## src/rtl/rdma_pkg.sv

```systemverilog
// Constants and types shared by the RDMA initiator-side remap and responder-side unmap.
// Changing the window or base here moves both sides together.
package rdma_pkg;

  localparam int          RDMA_ADDR_W      = 32;
  localparam logic [31:0] RDMA_REMOTE_BASE = 32'h8000_0000;
  localparam logic [31:0] RDMA_WINDOW      = 32'h8000_0000;
  localparam int          RDMA_PAGE_BYTES  = 4096;
  localparam int          RDMA_PAGE_W      = $clog2(RDMA_PAGE_BYTES);

  typedef enum logic [1:0] {
    ST_IDLE  = 2'd0,
    ST_HOLD  = 2'd1,
    ST_SPLIT = 2'd2
  } unmap_state_e;

endpackage

```

## src/rtl/rdma_unmap_check.sv

```systemverilog
// Combinational translate/validate stage: remote address to local offset, window check,
// and 4 KiB page-split lengths for one request.
module rdma_unmap_check
  import rdma_pkg::*;
#(
  parameter int                ADDR_W      = RDMA_ADDR_W,
  parameter int                LEN_W       = 16,
  parameter logic [ADDR_W-1:0] REMOTE_BASE = RDMA_REMOTE_BASE,
  parameter logic [ADDR_W-1:0] WINDOW      = RDMA_WINDOW
) (
  input  logic [ADDR_W-1:0] addr,
  input  logic [LEN_W-1:0]  len,
  output logic [ADDR_W-1:0] off,
  output logic              err,
  output logic              split,
  output logic [LEN_W-1:0]  len0,
  output logic [LEN_W-1:0]  len1
);

  localparam logic [ADDR_W:0] WIN_EXT = {1'b0, WINDOW};

  logic [ADDR_W:0]          off_ext;
  logic [ADDR_W:0]          end_ext;
  logic [RDMA_PAGE_W-1:0]   page_off;
  logic [LEN_W:0]           span;

  // Range checks are done one bit wider so off + len cannot wrap past the window.
  assign off      = addr - REMOTE_BASE;
  assign off_ext  = {1'b0, off};
  assign end_ext  = off_ext + (ADDR_W+1)'(len);
  assign err      = (len == '0) || (len > LEN_W'(RDMA_PAGE_BYTES)) ||
                    (off_ext >= WIN_EXT) || (end_ext > WIN_EXT);

  assign page_off = off[RDMA_PAGE_W-1:0];
  assign span     = (LEN_W+1)'(page_off) + (LEN_W+1)'(len);
  assign split    = !err && (span > (LEN_W+1)'(RDMA_PAGE_BYTES));
  assign len0     = LEN_W'(RDMA_PAGE_BYTES) - LEN_W'(page_off);
  assign len1     = len - len0;

endmodule

```

## src/rtl/rdma_unmap.sv

```systemverilog
// Responder-side RDMA address unmap: one registered response slot, page-split sequencing
// through a pending second-beat register, and a saturating rejected-request counter.
module rdma_unmap
  import rdma_pkg::*;
#(
  parameter int                ADDR_W      = RDMA_ADDR_W,
  parameter int                LEN_W       = 16,
  parameter int                TAG_W       = 4,
  parameter logic [ADDR_W-1:0] REMOTE_BASE = RDMA_REMOTE_BASE,
  parameter logic [ADDR_W-1:0] WINDOW      = RDMA_WINDOW
) (
  input  logic              clk,
  input  logic              rst_n,
  input  logic              req_valid,
  output logic              req_ready,
  input  logic [ADDR_W-1:0] req_addr,
  input  logic [LEN_W-1:0]  req_len,
  input  logic [TAG_W-1:0]  req_tag,
  output logic              resp_valid,
  input  logic              resp_ready,
  output logic [ADDR_W-1:0] resp_addr,
  output logic [LEN_W-1:0]  resp_len,
  output logic [TAG_W-1:0]  resp_tag,
  output logic              resp_err,
  output logic              resp_last,
  output logic [15:0]       err_count
);

  unmap_state_e      state, state_nxt;
  logic [ADDR_W-1:0] chk_off;
  logic              chk_err, chk_split;
  logic [LEN_W-1:0]  chk_len0, chk_len1;
  logic [ADDR_W-1:0] pend_addr;
  logic [LEN_W-1:0]  pend_len;
  logic              accept, consume, load_pend;

  rdma_unmap_check #(
    .ADDR_W      (ADDR_W),
    .LEN_W       (LEN_W),
    .REMOTE_BASE (REMOTE_BASE),
    .WINDOW      (WINDOW)
  ) u_check (
    .addr  (req_addr),
    .len   (req_len),
    .off   (chk_off),
    .err   (chk_err),
    .split (chk_split),
    .len0  (chk_len0),
    .len1  (chk_len1)
  );

  assign resp_valid = (state != ST_IDLE);
  // A presented beat 0 must hand over to beat 1, so SPLIT never frees the slot for a new request.
  assign req_ready  = rst_n && (!resp_valid || (resp_ready && state != ST_SPLIT));
  assign accept     = req_valid && req_ready;
  assign consume    = resp_valid && resp_ready;

  // NOTE: every variable driven here gets a default first, so no path can infer a latch.
  always_comb begin
    state_nxt = state;
    load_pend = 1'b0;
    case (state)
      ST_IDLE, ST_HOLD: begin
        if (accept)       state_nxt = chk_split ? ST_SPLIT : ST_HOLD;
        else if (consume) state_nxt = ST_IDLE;
      end
      ST_SPLIT: begin
        if (consume) begin
          state_nxt = ST_HOLD;
          load_pend = 1'b1;
        end
      end
      default: state_nxt = ST_IDLE;
    endcase
  end

  // NOTE: sequential state uses non-blocking assignments; reset is synchronous, sampled on clk.
  always_ff @(posedge clk) begin
    if (!rst_n) state <= ST_IDLE;
    else        state <= state_nxt;
  end

  always_ff @(posedge clk) begin
    if (!rst_n) begin
      resp_addr <= '0;
      resp_len  <= '0;
      resp_tag  <= '0;
      resp_err  <= 1'b0;
      resp_last <= 1'b0;
      err_count <= '0;
    end else begin
      if (accept) begin
        resp_addr <= chk_err ? '0 : chk_off;
        resp_len  <= chk_split ? chk_len0 : req_len;
        resp_tag  <= req_tag;
        resp_err  <= chk_err;
        resp_last <= !chk_split;
        if (chk_err && err_count != 16'hFFFF) err_count <= err_count + 16'd1;
      end else if (load_pend) begin
        resp_addr <= pend_addr;
        resp_len  <= pend_len;
        resp_err  <= 1'b0;
        resp_last <= 1'b1;
      end
    end
  end

  // NOTE: the pending beat is only ever read in SPLIT, which reset leaves, so it carries no reset.
  always_ff @(posedge clk) begin
    if (accept && chk_split) begin
      pend_addr <= chk_off + ADDR_W'(chk_len0);
      pend_len  <= chk_len1;
    end
  end

endmodule

```

## config.mk

```make
export PLATFORM = sky130hd
export DESIGN_NAME = rdma_unmap
export DESIGN_NICKNAME = d
export VERILOG_FILES = /design/src/rtl/rdma_pkg.sv /design/src/rtl/rdma_unmap_check.sv /design/src/rtl/rdma_unmap.sv
export SDC_FILE = /design/constraint.sdc
export NUM_CORES = 1
export LEC_CHECK = 0
export ABC_AREA = 1
export BUFFER_PORTS_ARGS = -buffer_cell sky130_fd_sc_hd__buf_2
export CAP_MARGIN = 20
export CORE_MARGIN = 8
export CORE_UTILIZATION = 60
export CTS_CLUSTER_SIZE = 28
export DETAILED_ROUTE_END_ITERATION = 6
export PLACE_DENSITY = 0.83
export SYNTH_ARGS = -nofsm -noshare
export SYNTH_HDL_FRONTEND = slang
export SYNTH_SLANG_ARGS = --single-unit
```

## constraint.sdc

```tcl
create_clock -name clk -period 9.1 [get_ports clk]
set_clock_uncertainty 0.1 [all_clocks]
set_input_delay 0.91 -clock clk [delete_from_list [all_inputs] [get_ports clk]]
set_output_delay 0.91 -clock clk [all_outputs]
set_load 0.02 [all_outputs]
```

* Yosys cells after proc, flatten, opt, wreduce, memory -nomap -nowiden *
Cells that the tools add are included.

cells by class
  add/sub/neg operators = 7
  multipliers = 0
  divide/modulo/power cells = 0
  order comparisons = 4
  equal/unequal tests = 6
  shifts and indexed selects = 0
  mux-type cells = 17
  bitwise gates (word level) = 0
  reductions and logical operators = 21

operator list
  operator                  count
  $mux W32                  3
  $mux W16                  3
  $add A32 B16 Y33          1
  $gt A33 B32 Y1 const B    1
  $add A32 B16 Y32          1
  $ge A32 B32 Y1 const B    1
  $sub A32 B32 Y32 const B  1
  $add A12 B16 Y17          1
  $gt A17 B13 Y1 const B    1
  $add A16 B1 Y16 const B   1
  $gt A16 B13 Y1 const B    1
  $logic_not A16 Y1         1
  $ne A16 B16 Y1 const B    1
  $sub A16 B16 Y16          1
  $sub A13 B12 Y14 const A  1
  $mux W2                   4
  $logic_and A1 B1 Y1       7
  $mux W1                   6
  $logic_or A1 B1 Y1        4
  $ne A2 B2 Y1 const B      2
  $pmux W2 S2               1
  $reduce_and A2 Y1         2
  $reduce_bool A2 Y1        2
  $logic_not A1 Y1          3
  other kinds (5)           5

word-level totals
  bits in registers = 120
  latch bits = 0
  bits in writable memories = 0
  ROM bits = 0
  bits of input ports = 56
  output and inout bits = 72
  logic and storage cells = 64
  memories kept = 0

* Logic depth before layout (Yosys ltp) *
Gate-level depths: netlist of the first run.

  word-level depth = 9
  mapped depth = 22
  mapped depth without buffers = 22

* By module *
A second synthesis of the first run with hierarchy kept.

unflattened totals
  cell total of the unflattened synthesis = 1565
  area total of the unflattened synthesis = 10002.1 µm²

modules (own cells, without submodules)
  module            instances  cells an instance  area each (µm²)  sequential area each (µm²)
  rdma_unmap        1          937                6701.4           2882.8
  rdma_unmap_check  1          628                3300.7           0.0

* Worst setup path before layout of the first run *
Ideal clock, no wire load.

  kind = input -> register
  start = input port req_addr[0]
  end = register pend_addr[10], enable pin
  library setup time = 0.401 ns
  arrival = 3.877 ns
  required time = 8.599 ns
  path slack = 4.722 ns
  cell stages on the path = 16
  path buffers = 0
  cell sequence = ha_1 fa_1 or2_2 a21oi_1 nand3_1 nor2_1 nand3b_1 nor2_1 nand3_1 nor2_1 nand3_1 nand2_2 nand3_2 inv_1 nand2_1 inv_1

between the ends
  word-level cells in the longest chain between the ends = 7
  elaborated cells between the ends (all ways) = 11
  those cells by class = add/sub (3); order compare (3); reduce/logical (5)

RTL lines
  element                                               line                                            RTL
  from (decl)                                           rdma_unmap.sv:16                                input logic [ADDR_W-1:0] req_addr,
  $sub A32 B32 Y32 *                                    rdma_unmap_check.sv:28                          assign off = addr - REMOTE_BASE;
  $add A32 B16 Y33 or $ge A32 B32 Y1 (tied branches)    rdma_unmap_check.sv:30, rdma_unmap_check.sv:32
  $gt A33 B32 Y1 or $logic_or A1 B1 Y1 (tied branches)  rdma_unmap_check.sv:32, rdma_unmap_check.sv:31
  $logic_or A1 B1 Y1                                    rdma_unmap_check.sv:32                          (off_ext >= WIN_EXT) || (end_ext > WIN_EXT);
  $logic_not A1 Y1                                      rdma_unmap_check.sv:36                          assign split = !err && (span > (LEN_W+1)'(RDMA_PAGE_BYTES));
  $logic_and A1 B1 Y1 *                                 rdma_unmap_check.sv:36
  $logic_and A1 B1 Y1 *                                 rdma_unmap.sv:110                               if (accept && chk_split) begin
  to (signal assigned)                                  rdma_unmap.sv:111                               pend_addr <= chk_off + ADDR_W'(chk_len0);
  to (decl)                                             rdma_unmap.sv:33                                logic [ADDR_W-1:0] pend_addr;

Every way passes the cells marked *; elsewhere a longest branch is shown, timed or not.
A chain may end at the register's enable or synchronous reset.

* Worst setup path in the final report of the first run *
  start = input port rst_n
  end = register pend_addr[11], enable pin

between the ends
  word-level cells in the longest chain between the ends = 3

RTL lines
  element              line               RTL
  from (decl)          rdma_unmap.sv:13   input logic rst_n,
  $logic_and A1 B1 Y1  rdma_unmap.sv:54   assign req_ready = rst_n && (!resp_valid || (resp_ready && state != ST_SPLIT));
  $logic_and A1 B1 Y1  rdma_unmap.sv:55   assign accept = req_valid && req_ready;
  $logic_and A1 B1 Y1  rdma_unmap.sv:110

Every way passes these cells.

==> results.cfg, run 1 <==
[run_status]
outcome = completed

[route]
dr.pass1.iters = 5
via_per_inst = 5.78
vias = 8998
ant_nets = 0
routed_wl_um = 25500
post_drt_wl_per_cell_um = 16.4
drc_errors = 0
drt-initial-drc-count = 989

[sta]
fin_crit_sh_pct = 53.8
period_needed_ps = 4900
report.final.slew_viol_count = 0
hold_ws_ps = 373
tns_ps = 0
tightest_slew_ps = 1150
max_freq_ghz = 0.204
final_hold_viol_count = 0
maxSlewHeadroom_pct = 23.0
setup_viol = 0
rsz0062_at_grt = no

[pwr]
p_per_area_nw_per_um2 = 158
power.leakage_uw = 0.00479
power.total_uw = 1580
peakVddDrop_mv = 0.0928

[floorplan]
dieArea_sq_um = 18500
die_y_um = 136
die_w_um = 136
pin_count = 128
initial_utilization_pct = 60.3
coreArea_sq_um = 14300
row_count = 44

[clocking]
clock_latency_ps = 410
cts_tree = done
ctsLongestPathBuffers = 2
cts.sinks = 119
cts_buffers = 17
cts-root-buf = clkbuf_16
h-tree-depth = 4
post_cts_buffers = 0
cts.clk_slew.worst_paths_ps = 50
cts_hold_buffers = 0
cts_resized = 0

[setup_path]
crit_path_max_fanout = 54
startpoint_type = input port
crit_required_ps = 9050
rrSetupSlack_ps = 5540
timing_worst_setup_path_type = in -> reg
arrival_ps = 4850
end_kind = flip-flop

[worst_hold_path]
hp-class = reg -> reg

[grt]
grt-ovfl-total = 0
grt_pass1_vias = 8064
grt_use_met2_pct = 43.0
antenna_found_initial = 1
grt_use_total_pct = 27.2
grt-busiest-layer = met2
grt_start_max_net_pins = 55
gr-usage-met1_pct = 34.8
met3_usage_pct = 6.28
grt_pass1_wl_um = 40200

[cells_and_area]
fin_util_pct = 69.8
drive_gt1_share_pct = 14.4
fin_nets = 1459
area_delta_synth_final_pct = 15.7

[run]
max-cap-violations = 0

[yosys]
synth_area_sq_um = 8640
yosys_warnings = 0
synth_area_per_cell_sq_um = 6.92
synth-seq-cells = 119
syn_inst = 1248
yosysSeqAreaShare_pct = 33.0
synth.distinct_cells = 43
synth_nets = 1349

[placed_design]
port_buffers = 127
gp_congestion = 0.997
place_hpwl_um = 19100
==> cell usage after synthesis, drive strengths merged <==
cell type  number  area [sq um]
clkbuf         26          97.6
nand3         119           613
inv           168           631
a31oi           2          12.5
a21oi          92           460
o211ai          1          7.51
a21boi          1          7.51
nand2         300          1150
nor4            9          71.3
nand3b          2          15.0
xnor2          10          87.6
nand4          45           282
o221ai          2          17.5
o31ai           2          15.0
buf            15           101
o21ai         113           566
edfxtp         47          1410
a211oi          1          12.5
or3             1          6.26
nand2b          1          6.26
fa              2          40.0
dfxtp          72          1440
o21bai          4          33.8
or2             3          18.8
and2            1          6.26
nor3           18           115
nor2           86           335
ha             43           538
xor2           60           526
and3            2          12.5
==> flip-flops by register name, indices dropped and copies added, names as in the netlist <==
| name | flops |
|---|---|
| err_count | 16 |
| pend_addr | 31 |
| pend_len | 16 |
| resp_addr | 32 |
| resp_err | 1 |
| resp_last | 1 |
| resp_len | 16 |
| resp_tag | 4 |
| state | 2 |
==> cells in the final DEF, fill, tap and decap left out, types with 6 or more instances in the layout <==
master     count
o21ai_0      111
xnor2_1       10
clkbuf_16     17
nand2_2        7
inv_2         12
inv_1        155
nand3_1      117
nand2_1      292
clkinv_1       6
edfxtp_1      47
xor2_1        60
nor3_1        13
a21oi_1       92
buf_2        127
nand4_1       45
ha_1          43
nor2_1        81
nor4_1         8
dfxtp_1       72
==> per-layer routing <==
layer / vias to the layer above / routed length [um]
li1: 4380 / -
met5: - / 0
met1: 4047 / 10300
met2: 484 / 11600
met4: 0 / 990
met3: 87 / 2650
==> area by class of cell <==
type / instances / area, sq um
sequential: 119 / 2850
multi-input combinational: 920 / 4960
fill: 1216 / 4320
timing repair buffer: 132 / 713
antenna: 1 / 2.50
inverter: 168 / 631
clock buffer: 17 / 425
tap: 184 / 230
clock inverter: 15 / 185
==> logic make-up (layout without fill, tap and decap cells) <==
logic type,after synthesis,after routing,synth area share (%)
AOI/OAI and AO/OA,218,218,13.1
buffers and inverters,209,332,9.60
and+or+nand+nor,587,587,30.5
adders and majority gates,45,45,6.69
DFF,119,119,33.0
other,0,1,0
xor gates and xnor gates,70,70,7.10
==> worst max-delay path, cell delays in order <==
cell and delay, ps:
buf_2 640, inv_1 550, nor3_1 360, nand2_1 100, buf_4 290, inv_2 600, buf_4 450, nand2_1 120
clkinv_1 260, buf_4 490
==> stage by stage <==
step | cells | area [sq um] | worst slack (ps)
3_3_place_gp | 1521 | 9330 | 3790
4_1_cts | 1555 | 9990 | 4360
3_5_place_dp | 1523 | 9380 | 3930
2_1_floorplan | 1248 | 8640 | 4720
6_report | 1556 | 10000 | 4200
5_1_grt | 1556 | 10000 | 3930
==> path summary, 6_finish.rpt <==
path	cells after the start	endpoint	start
setup reg to reg	10	pend_addr[11]	state[1]
hold / removal	2	resp_err	resp_err
setup / recovery	10	pend_addr[11]	rst_n
hold reg to reg	2	resp_err	resp_err
==> power breakdown <==
group          switching (uW)  internal [uW]  total [uW]
Clock                     235            452         687
Sequential               10.4            577         587
Combinational             207           99.8         307
Note: power is estimated with default switching activity, not from simulation.
==> run 2, diff against run 1 <==
CORE_UTILIZATION = 59   (was 60)
PLACE_DENSITY = 0.82   (was 0.83)
clock period = 4.7 ns   (was 9.1 ns; I/O delays follow)
==> run 2 against run 1 <==
Effect of this change:
- register-to-register slack worse by 3800 ps
- largest power group unchanged
- combinational power up 99%
- count of clock-buffer cells in the layout up 10
- power up 91%
- clock power up 86%
- the flow now finishes with violations (DRC)
- largest cell class unchanged
- critical endpoint is now resp_addr[7]
- global-route usage up 1.5 points
- first-iteration DRC count down 6.5%
==> results.cfg, run 2 (same netlist as run 1, synthesis figures left out) <==
[cells_and_area]
largest_reg_flops = 32
fin_util_pct = 69.2
final_common_cell = nand2_1
reg_top3 = resp_addr: 32 flops, pend_addr: 31 flops
largest_register = resp_addr
final_cell_mix = nand2_1, inv_1, buf_2
diodes = 0
fin_nets = 1465
area_delta_synth_final_pct = 15.6
drive_gt1_share_pct = 14.9
instances_no_fill = 1561

[clocking]
cts.clk_slew.worst_paths_ps = 60
h-tree-depth = 4
clock_latency_ps = 400
ctsLongestPathBuffers = 2
cts_tree = done
cts-root-buf = clkbuf_16
cts.sinks = 119
cts_hold_buffers = 0
cts_resized = 0
post_cts_buffers = 0
cts_buffers = 17

[worst_hold_path]
hp-class = in -> reg
min_from = req_tag[3]
min_to = resp_tag[3]
hold_depth = 3

[placed_design]
gp_congestion = 0.975
port_buffers = 127
dp_slack_ps = 593
dp_cells = 1529
place_hpwl_um = 20400

[pwr]
p_per_area_nw_per_um2 = 303
peakVddDrop_mv = 0.198
power.leakage_uw = 0.00482

[route]
vias = 9038
ant_nets = 0
post_drt_wl_per_cell_um = 17.5
drc_errors = 4
drt-initial-drc-count = 925
dr.pass1.iters = 7
routed_wl_um = 27300
via_per_inst = 5.79

[setup_path]
arrival_ps = 3990
startpoint_type = input port
crit_path_max_fanout = 23
worstReg2RegStart = err_count[0]
reg2reg_to = err_count[3]
timing_worst_setup_path_type = in -> reg
reg2reg_depth = 9
end_kind = flip-flop
rrSetupSlack_ps = 1790
crit_required_ps = 4930

[floorplan]
die_w_um = 137
dieArea_sq_um = 18800
initial_utilization_pct = 59.9
pin_count = 128
row_count = 44
coreArea_sq_um = 14400
die_y_um = 137

[sta]
period_needed_ps = 3760
rsz0062_at_grt = no
layout_setup_ws_ps = 938
fin_crit_sh_pct = 80.0
hold_ws_ps = 217
final_hold_viol_count = 0
tightest_slew_ps = 819
maxSlewHeadroom_pct = 44.9
max_freq_ghz = 0.266
tns_ps = 0
setup_viol = 0
report.final.slew_viol_count = 0

[grt]
grt-ovfl-total = 0
antenna_found_initial = 0
grt_use_total_pct = 28.7
grt_start_max_net_pins = 70
grt_pass1_wl_um = 42600
grt_pass1_vias = 8210

[run_status]
outcome = finished, violations left
violations = DRC

[run]
max-cap-violations = 0
-- run 2: worst max-delay path, cell delays in order --
cell	delay, ps
buf_2	160
ha_1	250
fa_1	430
or2_2	290
a21oi_1	140
nand3_1	90
nor2_1	110
nand3b_1	90
nor2_1	110
nand3_1	160
nor2_1	130
nand3_1	100
nand2_2	310
nand2_4	230
inv_2	400
buf_4	250
nand3_1	90
a21oi_1	180
-- run 2: where the power goes --
part           leakage (uW)  internal (uW)  switching [uW]  total, uW
Combinational       0.00351            193             419        612
Clock              0.000299            825             455       1280
Sequential          0.00101           1120            17.6       1130
Total               0.00482           2130             892       3030
-- run 2: worst max path at each step --
stage | slack (ps) | start | end | cells after the start
floorplan | 760 | req_addr[0] | pend_addr[10] | 16
global placement | 660 | req_addr[0] | resp_addr[4] | 18
detailed placement | 590 | req_addr[0] | resp_addr[2] | 18
CTS | 970 | req_addr[0] | resp_addr[7] | 18
global route | 610 | req_addr[0] | resp_addr[7] | 20
finish | 940 | req_addr[0] | resp_addr[7] | 18
-- run 2: final cells by class --
type | count | area, sq um
Clock buffer | 27 | 567
Fill cell | 1225 | 4440
Sequential cell | 119 | 2850
Tap cell | 184 | 230
Inverter | 168 | 631
Multi-Input combinational cell | 920 | 4960
Clock inverter | 5 | 30.0
Timing Repair Buffer | 138 | 718
-- run 2: routing by layer --
metal / share of wire, % / global-route usage (%) / up-vias
met3: 11 / 6.79 / 43
met1: 43 / 39.4 / 4145
li1: - / - / 4383
met4: 2.1 / 8.21 / 0
met5: 0 / 0 / -
met2: 45 / 44.0 / 467
-- run 2: through the flow --
stage          instance area, sq um  power, uW
4_1_cts                        9980       3020
6_report                       9980       3030
2_1_floorplan                  8640       1550
3_5_place_dp                   9390       1750
3_3_place_gp                   9390       1740
5_1_grt                        9980       3140
==> run 3, diff against run 2 <==
clock period = 3.9 ns   (was 4.7 ns; I/O delays follow)
==> run 3 against run 2 <==
Effect of this change:
- first-iteration DRC count increased by 0.54%
- via count increased by 1.4%
- power increased by 24%
- register-to-register slack got worse by 400 ps
- utilization increased by 0.69 points
- routed wire length decreased by 0.65%
- cell count increased by 0.51%
- the run now ends clean
- sequential cell count unchanged
- clock power increased by 28%
- count of clock-buffer cells in the layout decreased by 8
- critical path depth increased by 1
- final area increased by 1.0%
==> results.cfg, run 3 (same netlist as run 1, synthesis figures left out) <==
[sta]
maxSlewHeadroom_pct = 49.3
report.final.slew_viol_count = 0
setup_viol = 0
max_freq_ghz = 0.283
period_needed_ps = 3540
fin_crit_sh_pct = 90.7
final_hold_viol_count = 0
rsz0062_at_grt = no
tightest_slew_ps = 754
tns_ps = 0

[setup_path]
worstReg2RegStart = state[1]
critPathLaunch = req_addr[0]
crit_chain = buf_2, inv_2, ha_1, nand2_1, nor2_1, nand2_1, nor2_2, nand2_1, nor2_1, ha_1, ha_1, a21oi_1, a21boi_0, o21bai_1, a21oi_1, inv_1, nand3_1, nand4_1, xnor2_1
cp_top_family = simple AND/OR/NAND/NOR gates
end_kind = flip-flop
reg2reg_to = resp_addr[19]
critPathSlowestCell = ha_1
rrSetupSlack_ps = 1390
crit_required_ps = 3960
slowest_delay_ps = 350
reg2reg_depth = 10
worst-path-buf-inv = 3
startpoint_type = input port
timing_worst_setup_path_type = in -> reg
crit_path_max_fanout = 5
arrival_ps = 3600

[route]
via_per_inst = 5.84
routed_wl_um = 27100
ant_nets = 0
dr.pass1.iters = 6
vias = 9167
drt-initial-drc-count = 930
drc_errors = 0
post_drt_wl_per_cell_um = 17.3

[clocking]
ctsLongestPathBuffers = 2
cts-root-buf = clkbuf_16
cts_resized = 0
clock_latency_ps = 420
h-tree-depth = 4
cts.sinks = 119
cts.clk_slew.worst_paths_ps = 50
cts_tree = done
post_cts_buffers = 0
cts_hold_buffers = 0
cts_buffers = 17

[grt]
grt_start_max_net_pins = 54
grt_use_total_pct = 28.8
antenna_found_initial = 0
grt-ovfl-total = 0
grt_pass1_vias = 8321
grt_pass1_wl_um = 42800

[placed_design]
place_hpwl_um = 19900
dp_cells = 1537
port_buffers = 127
gp_congestion = 0.960

[pwr]
p_per_area_nw_per_um2 = 371
power.total_uw = 3740
peakVddDrop_mv = 0.278
power.leakage_uw = 0.00485

[run_status]
outcome = completed

[floorplan]
die_y_um = 137
pin_count = 128
coreArea_sq_um = 14400
dieArea_sq_um = 18800
die_w_um = 137
initial_utilization_pct = 59.9
row_count = 44

[cells_and_area]
final_cell_mix = nand2_1, inv_1, buf_2
drive_gt1_share_pct = 15.4
final_common_cell = nand2_1
largest_reg_flops = 32
fin_nets = 1473
diodes = 0
area_delta_synth_final_pct = 16.7
reg_top3 = resp_addr: 32 flops, pend_addr: 31 flops
instances_no_fill = 1569
nFillCells = 1247
largest_register = resp_addr

[run]
max-cap-violations = 0

[worst_hold_path]
min_to = resp_tag[1]
min_from = req_tag[1]
hold_depth = 3
hp-class = in -> reg
[run 3: worst max-delay path by stage]
stage | end | depth (start not counted) | slack [ps]
finish | pend_len[15] | 19 | 360
global route | pend_addr[24] | 18 | 30
CTS | pend_len[15] | 19 | 430
detailed placement | pend_addr[24] | 18 | 50
global placement | pend_addr[24] | 18 | 230
floorplan | pend_addr[10] | 16 | 40
[run 3: tightest hold or removal path, delay by kind of cell]
kind	cells	cell delay [ps]
buffers and inverters	1	70
AOI/OAI and AO/OA	1	70
and+or+nand+nor	1	70
[run 3: report_power, final]
part / internal (uW) / switching [uW]
logic: 236 / 498
registers: 1340 / 20.8
clock network: 1060 / 574
[run 3: layer usage]
metal	part of all wire (%)	global-route usage, %	wire length, um
met1	41	37.7	11100
met2	46	46.4	12500
met3	10	5.03	2740
met4	3.0	10.6	805
met5	0	0	0
[run 3: cell type report]
type / instances / area, sq um / share of cell area, %
Multi-Input combinational cell: 920 / 4960 / 49.1
Sequential cell: 119 / 2850 / 28.3
Timing Repair Buffer: 146 / 803 / 7.97
Inverter: 168 / 631 / 6.25
Clock buffer: 19 / 433 / 4.29
Tap cell: 184 / 230 / 2.28
Clock inverter: 13 / 179 / 1.77
[run 3: metrics by stage]
stage	hold slack (ps)	cell area (sq um)	worst slack (ps)	util, %
global placement	350	9470	232	65.7
detailed placement	353	9470	47.5	65.7
floorplan	393	8640	41.5	-
CTS	124	10100	433	69.9
finish	127	10100	362	69.9
global route	167	10100	32.9	69.9
